**config.mk**
```make
export PLATFORM = sky130hd
export DESIGN_NAME = regfile_wb_arbiter
export DESIGN_NICKNAME = d
export VERILOG_FILES = /design/src/rtl/regfile_wb_arbiter_pkg.sv /design/src/rtl/regfile_wb_arbiter_rr_arbiter.sv /design/src/rtl/regfile_wb_arbiter.sv
export SDC_FILE = /design/constraint.sdc
export NUM_CORES = 1
export LEC_CHECK = 0
export ABC_AREA = 1
export CAP_MARGIN = 10
export CORE_ASPECT_RATIO = 1.25
export CORE_UTILIZATION = 37
export CTS_CLUSTER_SIZE = 30
export DETAILED_ROUTE_END_ITERATION = 7
export GPL_TIMING_DRIVEN = 1
export PLACE_DENSITY = 0.86
export SETUP_SLACK_MARGIN = 0.4
export SYNTH_ARGS = -nofsm -noshare
export SYNTH_HDL_FRONTEND = slang
export SYNTH_HIERARCHICAL = 1
export SYNTH_SLANG_ARGS = --single-unit
```
**constraint.sdc**
```tcl
create_clock -name clk -period 2.4 [get_ports clk]
set_clock_uncertainty 0.1 [all_clocks]
set_input_delay 0.72 -clock clk [delete_from_list [all_inputs] [get_ports clk]]
set_output_delay 0.72 -clock clk [all_outputs]
set_load 0.03 [all_outputs]
```
**src/rtl/regfile_wb_arbiter_pkg.sv**
```systemverilog
// Shared widths, writeback-source IDs and a sizing helper for the regfile writeback arbiter.
package regfile_wb_arbiter_pkg;

  localparam int REG_IDX_W  = 5;
  localparam int REG_DATA_W = 32;
  localparam int WB_N_SRC   = 3;

  typedef enum logic [2:0] {
    WB_SRC_ALU = 3'd0,
    WB_SRC_LSU = 3'd1,
    WB_SRC_MDU = 3'd2
  } wb_src_e;

  // Pointer width that stays at least one bit wide for degenerate N.
  function automatic int ptr_width(input int n);
    return (n > 1) ? $clog2(n) : 1;
  endfunction

endpackage

```
**src/rtl/regfile_wb_arbiter_rr_arbiter.sv**
```systemverilog
// Combinational round-robin arbiter: searches from ptr upward (wrapping) and grants the first
// requesting source, one-hot, only while en is high.
module rr_arbiter
  import regfile_wb_arbiter_pkg::*;
#(
  parameter int N = 3,
  localparam int PTR_W = ptr_width(N)
) (
  input  logic [N-1:0]     req,
  input  logic             en,
  input  logic [PTR_W-1:0] ptr,
  output logic [N-1:0]     gnt
);

  logic             found_s;
  logic [PTR_W-1:0] sel_s;

  // Priority scan starting at ptr; found_s blocks every later candidate.
  always_comb begin
    gnt     = '0;
    found_s = 1'b0;
    sel_s   = '0;
    for (int k = 0; k < N; k++) begin
      sel_s = PTR_W'((int'(ptr) + k) % N);
      if (en && !found_s && req[sel_s]) begin
        gnt[sel_s] = 1'b1;
        found_s    = 1'b1;
      end else begin
        found_s = found_s;
      end
    end
  end

endmodule

```
**src/rtl/regfile_wb_arbiter.sv**
```systemverilog
// Round-robin sharing of the single regfile write port among N_SRC writeback sources, with a
// one-entry output register so the write port is driven from flops.
module regfile_wb_arbiter
  import regfile_wb_arbiter_pkg::*;
#(
  parameter int N_SRC  = WB_N_SRC,
  parameter int DATA_W = REG_DATA_W,
  parameter int IDX_W  = REG_IDX_W
) (
  input  logic                    clk,
  input  logic                    reset,
  input  logic [N_SRC-1:0]        src_valid,
  input  logic [N_SRC*IDX_W-1:0]  src_index,
  input  logic [N_SRC*DATA_W-1:0] src_data,
  output logic [N_SRC-1:0]        src_ready,
  input  logic                    wb_stall,
  output logic                    wreg_en,
  output logic [IDX_W-1:0]        wreg_index,
  output logic [DATA_W-1:0]       wdata,
  output logic                    busy
);

  localparam int PTR_W = ptr_width(N_SRC);

  logic [PTR_W-1:0]  ptr_r;
  logic              out_valid_r;
  logic [IDX_W-1:0]  out_index_r;
  logic [DATA_W-1:0] out_data_r;

  logic              load_s;
  logic              gnt_any_s;
  logic [N_SRC-1:0]  gnt_s;
  logic [PTR_W-1:0]  gnt_idx_s;
  logic [PTR_W-1:0]  ptr_next_s;
  logic [IDX_W-1:0]  gnt_index_s;
  logic [DATA_W-1:0] gnt_data_s;

  // The output register can take a new entry when empty or when its entry drains this cycle.
  assign load_s = ~out_valid_r | ~wb_stall;

  rr_arbiter #(.N(N_SRC)) u_rr (
    .req (src_valid),
    .en  (load_s),
    .ptr (ptr_r),
    .gnt (gnt_s)
  );

  assign src_ready = gnt_s;
  assign gnt_any_s = |gnt_s;

  // One-hot grant selects the winner's number, index and data by AND-OR.
  always_comb begin
    gnt_idx_s   = '0;
    gnt_index_s = '0;
    gnt_data_s  = '0;
    for (int i = 0; i < N_SRC; i++) begin
      gnt_idx_s   = gnt_idx_s   | (gnt_s[i] ? PTR_W'(i) : '0);
      gnt_index_s = gnt_index_s | ({IDX_W{gnt_s[i]}}  & src_index[i*IDX_W +: IDX_W]);
      gnt_data_s  = gnt_data_s  | ({DATA_W{gnt_s[i]}} & src_data[i*DATA_W +: DATA_W]);
    end
    ptr_next_s = (gnt_idx_s == PTR_W'(N_SRC - 1)) ? '0 : gnt_idx_s + PTR_W'(1);
  end

  // Round-robin pointer moves just past the last winner; frozen otherwise.
  always_ff @(posedge clk or negedge reset) begin
    if (!reset) begin
      ptr_r <= '0;
    end else if (gnt_any_s) begin
      ptr_r <= ptr_next_s;
    end else begin
      ptr_r <= ptr_r;
    end
  end

  // Output register; a write to index 0 is accepted but dropped by clearing valid.
  always_ff @(posedge clk or negedge reset) begin
    if (!reset) begin
      out_valid_r <= 1'b0;
      out_index_r <= '0;
      out_data_r  <= '0;
    end else if (load_s) begin
      out_valid_r <= gnt_any_s & (gnt_index_s != '0);
      if (gnt_any_s) begin
        out_index_r <= gnt_index_s;
        out_data_r  <= gnt_data_s;
      end else begin
        out_index_r <= out_index_r;
        out_data_r  <= out_data_r;
      end
    end else begin
      out_valid_r <= out_valid_r;
      out_index_r <= out_index_r;
      out_data_r  <= out_data_r;
    end
  end

  assign wreg_en    = out_valid_r & ~wb_stall;
  assign wreg_index = out_index_r;
  assign wdata      = out_data_r;
  assign busy       = out_valid_r;

endmodule

```
# Word-level counts from Yosys, hierarchy flattened
# Index checks and enable logic that the tools add are counted.
[op_classes] mux=20 eq_ne=1 n_addsub=3 magnitude_cmp=6 bitwise=18 n_reduce_logical=13 div_mod_pow=3
[op_table] cell="$and A32 B32 Y32" count=3
[op_table] cell="$mod A32 B3 Y32 const B" count=2
[op_table] cell="$or A32 B32 Y32" count=2
[op_table] cell="$mod A3 B3 Y32 const B" count=1
[op_table] cell="$and A5 B5 Y5" count=3
[op_table] cell="$or A5 B5 Y5" count=2
[op_table] cell="$lt A2 B3 Y1 const B" count=3
[op_table] cell="$mux W1" count=9
[op_table] cell="$mux W3" count=3
[op_table] cell="$logic_and A1 B1 Y1" count=8
[op_table] cell="$bmux W1 S2" count=3
[op_table] cell="$demux W1 S2" count=3
[op_table] cell="$ge A2 B1 Y1 const B" count=3
[op_table] cell="$or A3 B3 Y3" count=2
[op_table] cell="$reduce_bool A5 Y1" count=1
[op_table] cell="$mux W2" count=2
[op_table] cell="$add A2 B1 Y3 const B" count=1
[op_table] cell="$add A2 B2 Y3 const B" count=1
[op_table] cell="$reduce_or A3 Y1" count=1
[op_table] cell="$add A2 B1 Y2 const B" count=1
[op_table] cell="$and A1 B1 Y1" count=2
[op_table] cell="$eq A2 B2 Y1 const B" count=1
[op_table] cell="$logic_not A1 Y1" count=2
[op_table] cell="$not A1 Y1" count=2
[op_table] cell="other kinds (3)" count=3
[word_totals] input_bits=117 word_cells=68 ff_bits=40

# Logic depth before layout (Yosys ltp)
[logic_depth] ltp_word=18 mapped_depth=15

# Hierarchy
# The synthesis kept the hierarchy.
[by_module_without_submodules] mod="regfile_wb_arbiter" area_per_inst_um2=2219.6 n_inst=1 cells_per_inst=299
[by_module_without_submodules] mod="rr_arbiter" area_per_inst_um2=286.5 n_inst=1 cells_per_inst=48

# Worst setup path before layout
# No wires, ideal clock.
[synth_path] kind="register -> register" start="register ptr_r[0]" end="register out_data_r[0], in the netlist wdata[0]" slack_ns=-0.066 arrival_time_ns=2.244 period_less_slack_ns=2.466 n_path_buf=2 required_time_ns=2.177 stages_incl_launch_ff=16 path_cell_list="dfrtp_1 inv_1 ha_1 inv_2 nand2_2 nand3_2 nand2_4 nor2_4 nand3_1 nand3_1 nor2_1 a21boi_2 buf_6 buf_4 nor2_1 a21oi_2"
[synth_between] elab_cells_between_ends=47
[synth_lines] element="start, declared" line_no="regfile_wb_arbiter.sv:25" source="logic [PTR_W-1:0] ptr_r;"
[synth_lines] element="start signal, assigned" line_no="regfile_wb_arbiter.sv:69" source="ptr_r <= ptr_next_s;"
[synth_lines] element="start signal, assigned" line_no="regfile_wb_arbiter.sv:71" source="ptr_r <= ptr_r;"
[synth_lines] element="parallel branches: the longest is 12 deep, another holds $mod A32 B3 Y32"
[synth_lines] element="$mux W3 *" line_no="regfile_wb_arbiter_rr_arbiter.sv:25" source="if (en && !found_s && req[sel_s]) begin"
[synth_lines] element="via src_ready[2]" line_no="regfile_wb_arbiter.sv:15" source="output logic [N_SRC-1:0] src_ready,"
[synth_lines] element="$reduce_or A3 Y1 or $and A32 B32 Y32 (tied branches)" line_no="regfile_wb_arbiter.sv:49, regfile_wb_arbiter.sv:59"
[synth_lines] element="$reduce_and A2 Y1 (no line) or $or A32 B32 Y32 (tied branches)"
[synth_lines] element="end signal, assigned" line_no="regfile_wb_arbiter.sv:85" source="out_data_r <= gnt_data_s;"
[synth_lines] element="end signal, assigned" line_no="regfile_wb_arbiter.sv:88" source="out_data_r <= out_data_r;"
[synth_lines] element="end signal, assigned" line_no="regfile_wb_arbiter.sv:93" source="out_data_r <= out_data_r;"
[synth_lines] element="end, declared" line_no="regfile_wb_arbiter.sv:28" source="logic [DATA_W-1:0] out_data_r;"
# Mark *: on every way through the listed nets, which the timed path passes. The select of a mux whose other input is x is not followed.
# A chain may end at the register's enable or synchronous reset.

# Worst setup path in the final report
[layout_path] start="register ptr_r[0]" end="output src_ready[2]"
[layout_between] elab_chain_cells=13 elab_cells_between_ends=40
[layout_rtl] element="parallel branches: the longest is 12 deep, another holds $mod A32 B3 Y32"
[layout_rtl] element="$mux W3 *" line_no="regfile_wb_arbiter_rr_arbiter.sv:25"
[layout_rtl] element="end, declared" line_no="regfile_wb_arbiter.sv:15"
# Every way passes the cells marked *. The select of a mux whose other input is x is not followed.

==> results.json <==
{
  "drive_above_1_share_pct": 27.8,
  "grt_max_degree": 27,
  "overflow": 0,
  "area_growth_pct": 105,
  "cts-root-buf": "clkbuf_8",
  "drtPass1Iterations": 4,
  "p_seq_share_pct": 14.3,
  "wl_um": 9360,
  "cpMaxStageDelayCell": "dfrtp_1",
  "grt_pass1_vias": 2970,
  "ctsLongestPathBuffers": 2,
  "rsz0062_at_grt": "true",
  "ios": 159,
  "holdBufCountCts": 0,
  "cts_tree": "built",
  "cp.required_ns": 1.58,
  "failed_checks": "setup timing",
  "synth_seq_cells": 40,
  "worst-slew-pin-transition_ns": 0.605,
  "cts.sinks": 40,
  "setup_viol": 41,
  "dieArea_um2": 7110,
  "path_cells": "inv_2 > ha_4 > inv_4 > nand2_2 > nand3_2 > nand2_4 > nand4_1 > nand3_4 > buf_6",
  "switching_share_pct": 46.7,
  "cts_made_buffers": 5,
  "core_um2": 6570,
  "cp_max_fo": 4,
  "clk_pin_slew_ns": 0.08,
  "routedWlPerCell_um": 15.1,
  "antenna_found_initial": 0,
  "synthCells": 347,
  "relSlewSlack_pct": 59.7,
  "die_y_um": 94.0,
  "p_int_mw": 4.81,
  "fin_util_pct": 78.2,
  "fmaxAchievable_mhz": 382,
  "power_density_nw_per_um2": 1760,
  "fin_setup_tns_ns": -4.26,
  "r2r_setup_slack_ns": -0.13,
  "yosys-top-cells-area": "dfrtp_1, nand2_1, and3_1",
  "portBuffers": 158,
  "final.min_clock_period_ns": 2.62,
  "num_vias": 3068,
  "drv_slew": 0,
  "yosysWarnings": 6,
  "gp_congestion": 0.759,
  "die_x_um": 75.6,
  "drtAntennaViolNets": 0,
  "finalWorstSetupSlack_ns": -0.220,
  "power_mw": 9.02,
  "route.detailed.drc": 0,
  "hold_viol": 0,
  "cp.arrival_ns": 1.80,
  "post-route-period-util_pct": 109,
  "fillers": 447,
  "irDropWorstVdd_mv": 1.17,
  "drt-initial-drc-count": 111,
  "clk_latency_ns": 0.29,
  "pwr-share-comb_pct": 80.4,
  "status": "finished, violations left",
  "diodes": 0,
  "post-place-ws_ns": -0.498,
  "initial_core_util_pct": 38.2,
  "rows": 33,
  "end_kind": "primary output",
  "p_switching_mw": 4.21,
  "path_class": "reg2out",
  "syn_nets": 468,
  "ctsHtreeMaxLevel": 2,
  "slowest_delay_ns": 0.44,
  "pwr-share-clk_pct": 5.3,
  "grt_util_all_layers_pct": 25.7,
  "startpoint_type": "flip-flop",
  "vias_per_cell": 4.96,
  "ys_seq_area_share_pct": 39.9,
  "grt_pass1_wl_um": 13700,
  "netlist-cell-type-count": 22,
  "netlist_area_um2": 2510,
  "hold_path_class": "in2async",
  "synth_top_cell_by_area": "dfrtp_1",
  "syn_area_per_cell_um2": 7.22,
  "synth_top_area_share_pct": 39.9,
  "finalNetCount": 652,
  "drv_cap": 0,
  "dp_hpwl_um": 6060,
  "p_leak_nw": 2.15,
  "r2r_cells": 18
}
==> synth_stat cells <==
cell	instances
buf_6	3
nand4_1	4
a21boi_2	1
o21a_1	1
inv_1	14
nand2_2	2
nor2_1	39
buf_2	10
buf_4	7
nand3_1	13
dfrtp_1	40
nand2_1	129
nor2_2	1
ha_1	4
nor2_4	1
a21oi_1	24
nand2_4	1
inv_2	2
and3_1	32
o21ai_0	4
nand3_2	5
a21oi_2	10
==> routing by layer <==
layer	up-vias	routed length, µm	GRT usage (%)
met2	116	5130	48.4
met1	1444	3560	28.6
met4	0	202	8.18
met5	-	0	0
met3	19	459	3.76
li1	1489	-	-
==> kinds of logic after synthesis <==
kind of cell,Yosys count,synth area share (%)
AO/OA/AOI/OAI,40,9.84
buffers and inverters,36,7.84
AND/OR/NAND/NOR,227,40.4
adder cells (fa/ha/maj),4,2.00
flip-flops,40,39.9
==> worst max-delay path, delay by kind of cell (launching register included) <==
kind | cells | cell delay, ns
buffers and inverters | 3 | 0.26
and+or+nand+nor | 5 | 0.51
DFF | 1 | 0.44
adders and majority gates | 1 | 0.31
==> state kept, by name (all words and copies together) (netlist names) <==
name        cells
ptr_r           2
wdata          32
busy            1
wreg_index      5
==> cells in the final DEF, fill, tap and decap left out, types with 2 or more instances in the layout <==
master	instances
and3_1	32
inv_2	5
clkinvlp_4	2
nand3_4	4
buf_6	11
nor2_4	10
buf_16	7
o21ai_1	3
nand3_2	12
nand3_1	2
inv_1	8
nand2_1	118
dfrtp_1	39
dlygate4sd2_1	41
clkbuf_16	4
nor2_1	18
a21oi_2	24
inv_4	3
buf_12	9
nand2_4	2
nor2_2	13
a21oi_4	4
a21oi_1	6
clkbuf_8	6
nand4_1	4
buf_4	10
clkdlybuf4s50_1	111
ha_4	2
nand2_2	12
==> power groups by stage <==
stage	Sequential (mW)	Combinational [mW]	Clock (mW)
after floorplan	1.89	2.95	0
after global placement	1.25	4.81	0
after detailed placement	1.27	4.92	0
after CTS	1.27	6.33	0.485
after global routing	1.33	7.76	0.514
final	1.29	7.25	0.477
==> timing repair <==
action / in CTS / in global routing
setup buffers: 10 / 5
endpoints found under the setup margin: 82 / 44
cloned: 8 / 4
pin swaps: 12 / 10
resized for setup: 84 / 42
==> layout make-up <==
class	instances	area, µm²	area share [%]
repair buffers	197	2200	42.8
clock inverters	2	15.0	0.292
flip-flops and latches	40	1000	19.5
inverters	16	67.6	1.32
well taps	87	109	2.12
multi-input cells	271	1660	32.3
clock buffers	6	82.6	1.61
==> worst paths after layout <==
path | end | from
min reg2reg | wdata[21]$_DFFE_PN0P_ | wdata[21]$_DFFE_PN0P_
min in group clk | wdata[21]$_DFFE_PN0P_ | wdata[21]$_DFFE_PN0P_
max reg2reg | wreg_index[1]$_DFFE_PN0P_ | ptr_r[0]$_DFFE_PN0P_
max | src_ready[2] | ptr_r[0]$_DFFE_PN0P_
max in group asynchronous | wdata[19]$_DFFE_PN0P_ | reset
min | wdata[21]$_DFFE_PN0P_ | reset
==> through the flow <==
stage / cells / instance area, µm² / hold WS [ns]
detailed placement: 584 / 4310 / 0.405
global placement: 584 / 4310 / 0.399
global route: 619 / 5140 / 0.343
CTS: 610 / 4840 / 0.330
finish: 619 / 5140 / 0.323
floorplan: 347 / 2690 / 0.324
(Power assumes the default switching activity.)
